File: config.mk
export PLATFORM = sky130hd
export DESIGN_NAME = adder_seq_ctrl
export DESIGN_NICKNAME = d
export VERILOG_FILES = /design/src/rtl/adder_seq_ctrl.sv
export SDC_FILE = /design/constraint.sdc
export NUM_CORES = 1
export LEC_CHECK = 0
export ABC_AREA = 0
export ABC_CLOCK_PERIOD_IN_PS = 3050
export BUFFER_PORTS_ARGS = -buffer_cell sky130_fd_sc_hd__buf_2
export CAP_MARGIN = 30
export CORE_MARGIN = 2
export CORE_UTILIZATION = 36
export CTS_CLUSTER_DIAMETER = 30
export DETAILED_ROUTE_END_ITERATION = 8
export SETUP_SLACK_MARGIN = 0.5
export SYNTH_ARGS = -nofsm -noshare
export SYNTH_HDL_FRONTEND = slang
export SYNTH_SLANG_ARGS = --single-unit
File: constraint.sdc
create_clock -name clk -period 3.05 [get_ports clk]
set_clock_uncertainty 0.1 [all_clocks]
set_input_delay 0.61 -clock clk [delete_from_list [all_inputs] [get_ports clk]]
set_output_delay 0.61 -clock clk [all_outputs]
set_load 0.01 [all_outputs]
File: src/rtl/adder_seq_ctrl.sv
// adder_seq_ctrl: runs one shared 32-bit combinational adder over WORDS cycles
// to add two WORDS*32-bit operands, least-significant word first, chaining the
// carry between words. Operands are captured when a request is accepted, so the
// requester is free to change them while the run is in progress.
module adder_seq_ctrl #(
  parameter int unsigned WORDS = 4,
  localparam int unsigned W     = WORDS * 32,
  localparam int unsigned IDX_W = (WORDS > 1) ? $clog2(WORDS) : 1
) (
  input  logic         clk,
  input  logic         rst_n,
  input  logic         start,
  input  logic [W-1:0] a,
  input  logic [W-1:0] b,
  input  logic         cin,
  output logic         busy,
  output logic         done,
  output logic [W-1:0] result,
  output logic         cout,
  output logic         ovf,
  output logic [31:0]  adder_x,
  output logic [31:0]  adder_y,
  output logic         adder_cin,
  input  logic [31:0]  adder_sum,
  input  logic         adder_cout
);

  typedef enum logic {
    IDLE = 1'b0,
    RUN  = 1'b1
  } state_e;

  localparam logic [IDX_W-1:0] LAST_IDX = IDX_W'(WORDS - 1);

  state_e             state_q, state_d;
  logic [IDX_W-1:0]   idx_q, idx_d;
  logic               carry_q, carry_d;
  logic [W-1:0]       a_q, a_d;
  logic [W-1:0]       b_q, b_d;
  logic [W-1:0]       result_q, result_d;
  logic               cout_q, cout_d;
  logic               ovf_q, ovf_d;
  logic               busy_q, busy_d;
  logic               done_q, done_d;

  // Drive the shared adder from registered state only; it is idle-zero outside RUN.
  always_comb begin
    adder_x   = '0;
    adder_y   = '0;
    adder_cin = 1'b0;
    if (state_q == RUN) begin
      adder_x   = a_q[32*idx_q +: 32];
      adder_y   = b_q[32*idx_q +: 32];
      adder_cin = carry_q;
    end
  end

  // Next-state and datapath updates for the IDLE/RUN sequencer.
  always_comb begin
    // NOTE: every *_d gets a default before the case so no path leaves a
    // signal unassigned; that is what keeps this block free of latches.
    state_d  = state_q;
    idx_d    = idx_q;
    carry_d  = carry_q;
    a_d      = a_q;
    b_d      = b_q;
    result_d = result_q;
    cout_d   = cout_q;
    ovf_d    = ovf_q;
    busy_d   = busy_q;
    done_d   = 1'b0;

    unique case (state_q)
      IDLE: begin
        if (start) begin
          a_d      = a;
          b_d      = b;
          carry_d  = cin;
          idx_d    = '0;
          busy_d   = 1'b1;
          result_d = '0;
          cout_d   = 1'b0;
          ovf_d    = 1'b0;
          state_d  = RUN;
        end
      end
      RUN: begin
        result_d[32*idx_q +: 32] = adder_sum;
        carry_d                  = adder_cout;
        idx_d                    = idx_q + 1'b1;
        if (idx_q == LAST_IDX) begin
          // Overflow: operands share a sign and the top sum bit disagrees with it.
          cout_d  = adder_cout;
          ovf_d   = (a_q[W-1] == b_q[W-1]) && (adder_sum[31] != a_q[W-1]);
          busy_d  = 1'b0;
          done_d  = 1'b1;
          idx_d   = '0;
          state_d = IDLE;
        end
      end
      default: state_d = IDLE;
    endcase
  end

  // State register; an asynchronous reset aborts any run in progress.
  always_ff @(posedge clk or negedge rst_n) begin
    if (!rst_n) begin
      // NOTE: the operand latches are plain registers, not a memory array, so
      // they are reset with everything else to keep the block fully defined.
      state_q  <= IDLE;
      idx_q    <= '0;
      carry_q  <= 1'b0;
      a_q      <= '0;
      b_q      <= '0;
      result_q <= '0;
      cout_q   <= 1'b0;
      ovf_q    <= 1'b0;
      busy_q   <= 1'b0;
      done_q   <= 1'b0;
    end else begin
      // NOTE: non-blocking assignments so every flop samples pre-edge values.
      state_q  <= state_d;
      idx_q    <= idx_d;
      carry_q  <= carry_d;
      a_q      <= a_d;
      b_q      <= b_d;
      result_q <= result_d;
      cout_q   <= cout_d;
      ovf_q    <= ovf_d;
      busy_q   <= busy_d;
      done_q   <= done_d;
    end
  end

  assign busy   = busy_q;
  assign done   = done_q;
  assign result = result_q;
  assign cout   = cout_q;
  assign ovf    = ovf_q;

endmodule

; ---- Word-level counts from Yosys, hierarchy flattened
; Cells that the tools add are included.
[op_classes]
n_addsub = 2
mux = 24
eq_ne = 5
bitwise_logic = 1
reduce_logical = 3
n_shift = 4
[op_table]
columns = op, n
row1 = $pmux W128 S2, 1
row2 = $shiftx A128 B8 Y32, 2
row3 = $bwmux W128, 1
row4 = $mux W128, 1
row5 = $shift A32 B34 Y128 const A, 1
row6 = $shiftx A32 B34 Y128, 1
row7 = $mux W32, 2
row8 = $neg A7 Y34, 1
row9 = $mux W1, 11
row10 = $pmux W1 S2, 5
row11 = $mux W2, 2
row12 = $pmux W2 S2, 1
row13 = $reduce_and A2 Y1, 2
row14 = $add A2 B1 Y2 const B, 1
row15 = $eq A2 B2 Y1 const B, 1
row16 = $ne A2 B1 Y1 const B, 1
row17 = $ne A2 B2 Y1 const B, 1
row18 = $eq A1 B1 Y1, 1
row19 = $logic_and A1 B1 Y1, 1
row20 = $ne A1 B1 Y1, 1
row21 = $not A1 Y1, 1
[totals]
ff_bits = 392

; ---- Longest topological paths before layout
[logic_depth]
word_depth = 4
mapped_depth = 8
mapped_depth_nobuf = 5

; ---- Worst setup path before layout
; No wires, ideal clock.
[synth_path]
kind = reg-to-output
from = register idx_q[0]
to = output port adder_x[24]
arrival_ns = 1.467
required_ns = 2.340
path_slack_ns = 0.873
path_stages_with_launch = 6
path_buffers = 3
path_cell_list = dfrtp_1 -> buf_6 -> buf_12 -> buf_12 -> mux4_2 -> and2_1
[synth_between]
elab_chain_cells = 2
[synth_lines]
columns = element, line_no
row1 = start: declaration, 36  ; logic [IDX_W-1:0] idx_q, idx_d;
row2 = start signal: assignment, 123  ; idx_q <= idx_d;
row3 = $shiftx A128 B8 Y32, 52  ; adder_x = a_q[32*idx_q +: 32];
row4 = $mux W32, 51  ; if (state_q == RUN) begin
row5 = end: declaration, 21  ; output logic [31:0] adder_x,
; No other way between the ends.

; ---- Final worst setup path
[layout_path]
from = register idx_q[0]
to = output port adder_x[10]
; The elaborated chain is that of the path after synthesis.

==> impl_metrics.py <==
metrics = {
    "clock_tree": {
        "cts_root_buffer": "clkbuf_16",
        "htreeDepth": 3,
        "cts_tree": "done",
        "cts_buffers": 96,
        "clkLatencyLatePin_ps": 600,
        "clk_pin_slew_worst_paths_ps": 50,
        "clkSinkCount": 392,
        "clock_path_buffers": 3,
    },
    "drt": {
        "dr.first_iter.drc_count": 650,
        "wl_per_cell_um": 21.5,
        "dr.pass1.iters": 4,
        "vias_per_cell": 5.01,
        "drc": 0,
        "dr_total_vias": 11400,
        "drtAntennaViolNets": 0,
        "wl_um": 48900,
    },
    "timing": {
        "finalCriticalPeriod_ps": 2920,
        "setup_total_negative_slack_ps": 0,
        "rsz0062_at_grt": "yes",
        "period_share": 0.957,
        "drv_slew": 0,
        "setup_viol": 0,
        "setup_ws_ps": 130,
        "max_slew_margin": 0.616,
        "clock.fmax_mhz": 342,
        "tightest_slew_ps": 576,
        "finalHoldViolations": 0,
    },
    "synth": {
        "synth_async_sr_flop_share": 1.00,
        "synth.avg_cell_area_um2": 16.2,
        "ys_ff_latch": 392,
        "synth-edff-count": 0,
        "synth_cells": 1022,
        "syn_area_mm2": 0.0165,
        "ys_warn_count": 0,
        "ys.flop_type": "dfrtp_1",
        "synth_seq_area_share": 0.594,
        "synth_fp_nets": 1321,
        "synth_cell_type_count": 28,
    },
    "worst_setup_path": {
        "setup.worst_path.end": "adder_x[10]",
        "crit_family": "multiplexers",
        "slowest_delay_ps": 500,
        "timing.rr.end": "result[43]$_DFFE_PN0P_",
        "r2r-start": "idx_q[0]$_DFFE_PN0P_",
        "arrival_ps": 2210,
        "crit_chain": "buf_12 > clkbuf_16 > mux4_2 > and2_4 > buf_6",
        "cp_data_required_time_ps": 2340,
        "crit_path_start_kind": "flip-flop",
        "startpoint": "idx_q[0]$_DFFE_PN0P_",
        "path_depth": 5,
        "crit_fanout": 7,
        "crit_type": "reg -> out",
        "cp_num_buf_inv": 3,
        "r2r_slack_ps": 580,
        "slowest_stage": "mux4_2",
        "reg2reg_depth": 8,
        "end_kind": "output port",
    },
    "floorplan": {
        "start_util": 0.364,
        "rows": 78,
        "die_w_um": 218,
        "io-pin-count": 490,
        "dieHeight_um": 218,
        "dieArea_mm2": 0.0476,
        "core_mm2": 0.0454,
    },
    "place": {
        "dp_hpwl_um": 32700,
        "gp_congestion": 0.813,
        "dp_worst_setup_slack_ps": 414,
        "port_buffers": 489,
    },
    "layout": {
        "nets": 1887,
        "final_cell_mix": "buf_2 (437), dfrtp_1 (389), mux2_2 (255)",
        "area_growth_syn_to_layout_pct": 43.6,
        "drive_gt1_frac": 0.653,
        "final_common_cell": "buf_2",
    },
    "power": {
        "p_seq_frac": 0.296,
        "pwr_density_cell_mw_per_mm2": 1280,
        "p_switching_mw": 9.12,
        "internal_power_mw": 21.2,
        "vdd_drop_max_uv": 607,
        "combPwrFrac": 0.374,
        "power_frac_clock": 0.329,
        "cellLeakagePower_nw": 11.3,
        "switching_share": 0.301,
    },
    "global_route": {
        "grt_antenna_before_repair": 13,
        "overflow": 0,
        "grtUsageTotal": 0.204,
        "grt_max_degree": 95,
        "grt_pass1_vias": 12400,
        "grt_pass1_wl_um": 74000,
    },
    "run": {
        "drv_cap": 0,
    },
    "min_path": {
        "hp-class": "in -> reg",
    },
    "run_status": {
        "status": "complete, no violations",
    },
}
-- flip-flops by register name (all words and copies together), names as in the netlist --
name and cells:
done 1, ovf 1, busy 1, carry_q 1
result 128, cout 1, a_q 128, idx_q 2
state_q 1, b_q 128
-- power by group through the flow --
| stage | clock network (mW) | registers (mW) | logic [mW] |
|---|---|---|---|
| detailed placement | 0 | 9.23 | 9.29 |
| global route | 10.5 | 9.28 | 12.1 |
| finish | 9.99 | 8.98 | 11.4 |
| global placement | 0 | 9.17 | 9.11 |
| floorplan | 0 | 8.81 | 6.24 |
| CTS | 10.2 | 9.00 | 10.3 |
-- cell usage after synthesis, types with 2 or more instances --
| cell type | number | area (µm²) |
|---|---|---|
| buf_12 | 5 | 100 |
| nor2_1 | 6 | 22.5 |
| buf_2 | 35 | 175 |
| mux2_2 | 255 | 2870 |
| inv_1 | 3 | 11.3 |
| nand2_1 | 5 | 18.8 |
| clkbuf_1 | 7 | 26.3 |
| mux2_1 | 2 | 22.5 |
| buf_4 | 17 | 128 |
| and2_1 | 65 | 407 |
| o21ai_0 | 2 | 10.0 |
| a22o_1 | 130 | 1140 |
| mux4_2 | 64 | 1440 |
| ha_1 | 6 | 75.1 |
| a21oi_1 | 5 | 25.0 |
| buf_1 | 2 | 7.51 |
| dfrtp_1 | 392 | 9810 |
| buf_6 | 11 | 124 |
-- worst min-delay path by stage --
stage / start / endpoint / slack (ps) / depth (start not counted)
floorplan: rst_n / a_q[0]$_DFFE_PN0P_ / 210 / 0
global placement: a_q[83]$_DFFE_PN0P_ / a_q[83]$_DFFE_PN0P_ / 370 / 1
detailed placement: a_q[79]$_DFFE_PN0P_ / a_q[79]$_DFFE_PN0P_ / 370 / 1
CTS: b[29] / b_q[29]$_DFFE_PN0P_ / 80 / 2
global route: b[55] / b_q[55]$_DFFE_PN0P_ / 90 / 2
finish: b[29] / b_q[29]$_DFFE_PN0P_ / 120 / 2
-- final cells by class --
| type | count | area (µm²) |
|---|---|---|
| diodes | 11 | 27.5 |
| clock buffers | 136 | 2800 |
| well taps | 600 | 751 |
| clock inverters | 40 | 454 |
| multi-input cells | 550 | 6300 |
| fillers | 3871 | 21700 |
| flip-flops and latches | 392 | 9820 |
| repair buffers | 545 | 3550 |
| inverters | 3 | 15.0 |
-- layer usage --
layer | share of wire | GRT usage | up-vias
met5 | 0.0013 | 0 | -
met4 | 0.036 | 0.103 | 10
met3 | 0.073 | 0.0626 | 107
met2 | 0.49 | 0.329 | 425
met1 | 0.40 | 0.249 | 5854
li1 | - | - | 5010
-- cells by family after synthesis --
logic type,synth area share
DFF,0.594
adders and majority gates,0.00454
and+or+nand+nor,0.0329
muxes,0.263
buffers and inverters,0.0346
AOI/OAI and AO/OA,0.0713
-- stage by stage --
| stage | power (mW) | utilization | hold slack (ps) | instance area [µm²] | cells |
|---|---|---|---|---|---|
| floorplan | 15.1 | - | 214 | 16500 | 1022 |
| global placement | 18.3 | 0.433 | 370 | 19700 | 2070 |
| detailed placement | 18.5 | 0.433 | 374 | 19700 | 2070 |
| CTS | 29.5 | 0.513 | 76.1 | 23300 | 2260 |
| global route | 31.9 | 0.523 | 91.8 | 23700 | 2273 |
| finish | 30.3 | 0.523 | 121 | 23700 | 2277 |
-- worst reg2reg max path: stages (launching register included) --
cell,delay (ps)
dfrtp_4,440
buf_12,170
buf_12,150
buf_4,170
clkinvlp_4,180
ha_2,470
nor4b_4,280
buf_12,250
a22o_1,190
-- timing repair --
item / 4_1_cts / 5_1_grt
endpoints found under the hold margin: 53 / 0
endpoints found under the setup margin: 173 / 67
setup buffers: 12 / 4
hold buffers: 1 / 0
pin swaps: 4 / 22
cloned: 1 / 2
resized for setup: 44 / 89
Power figures use the tool's default switching activity.
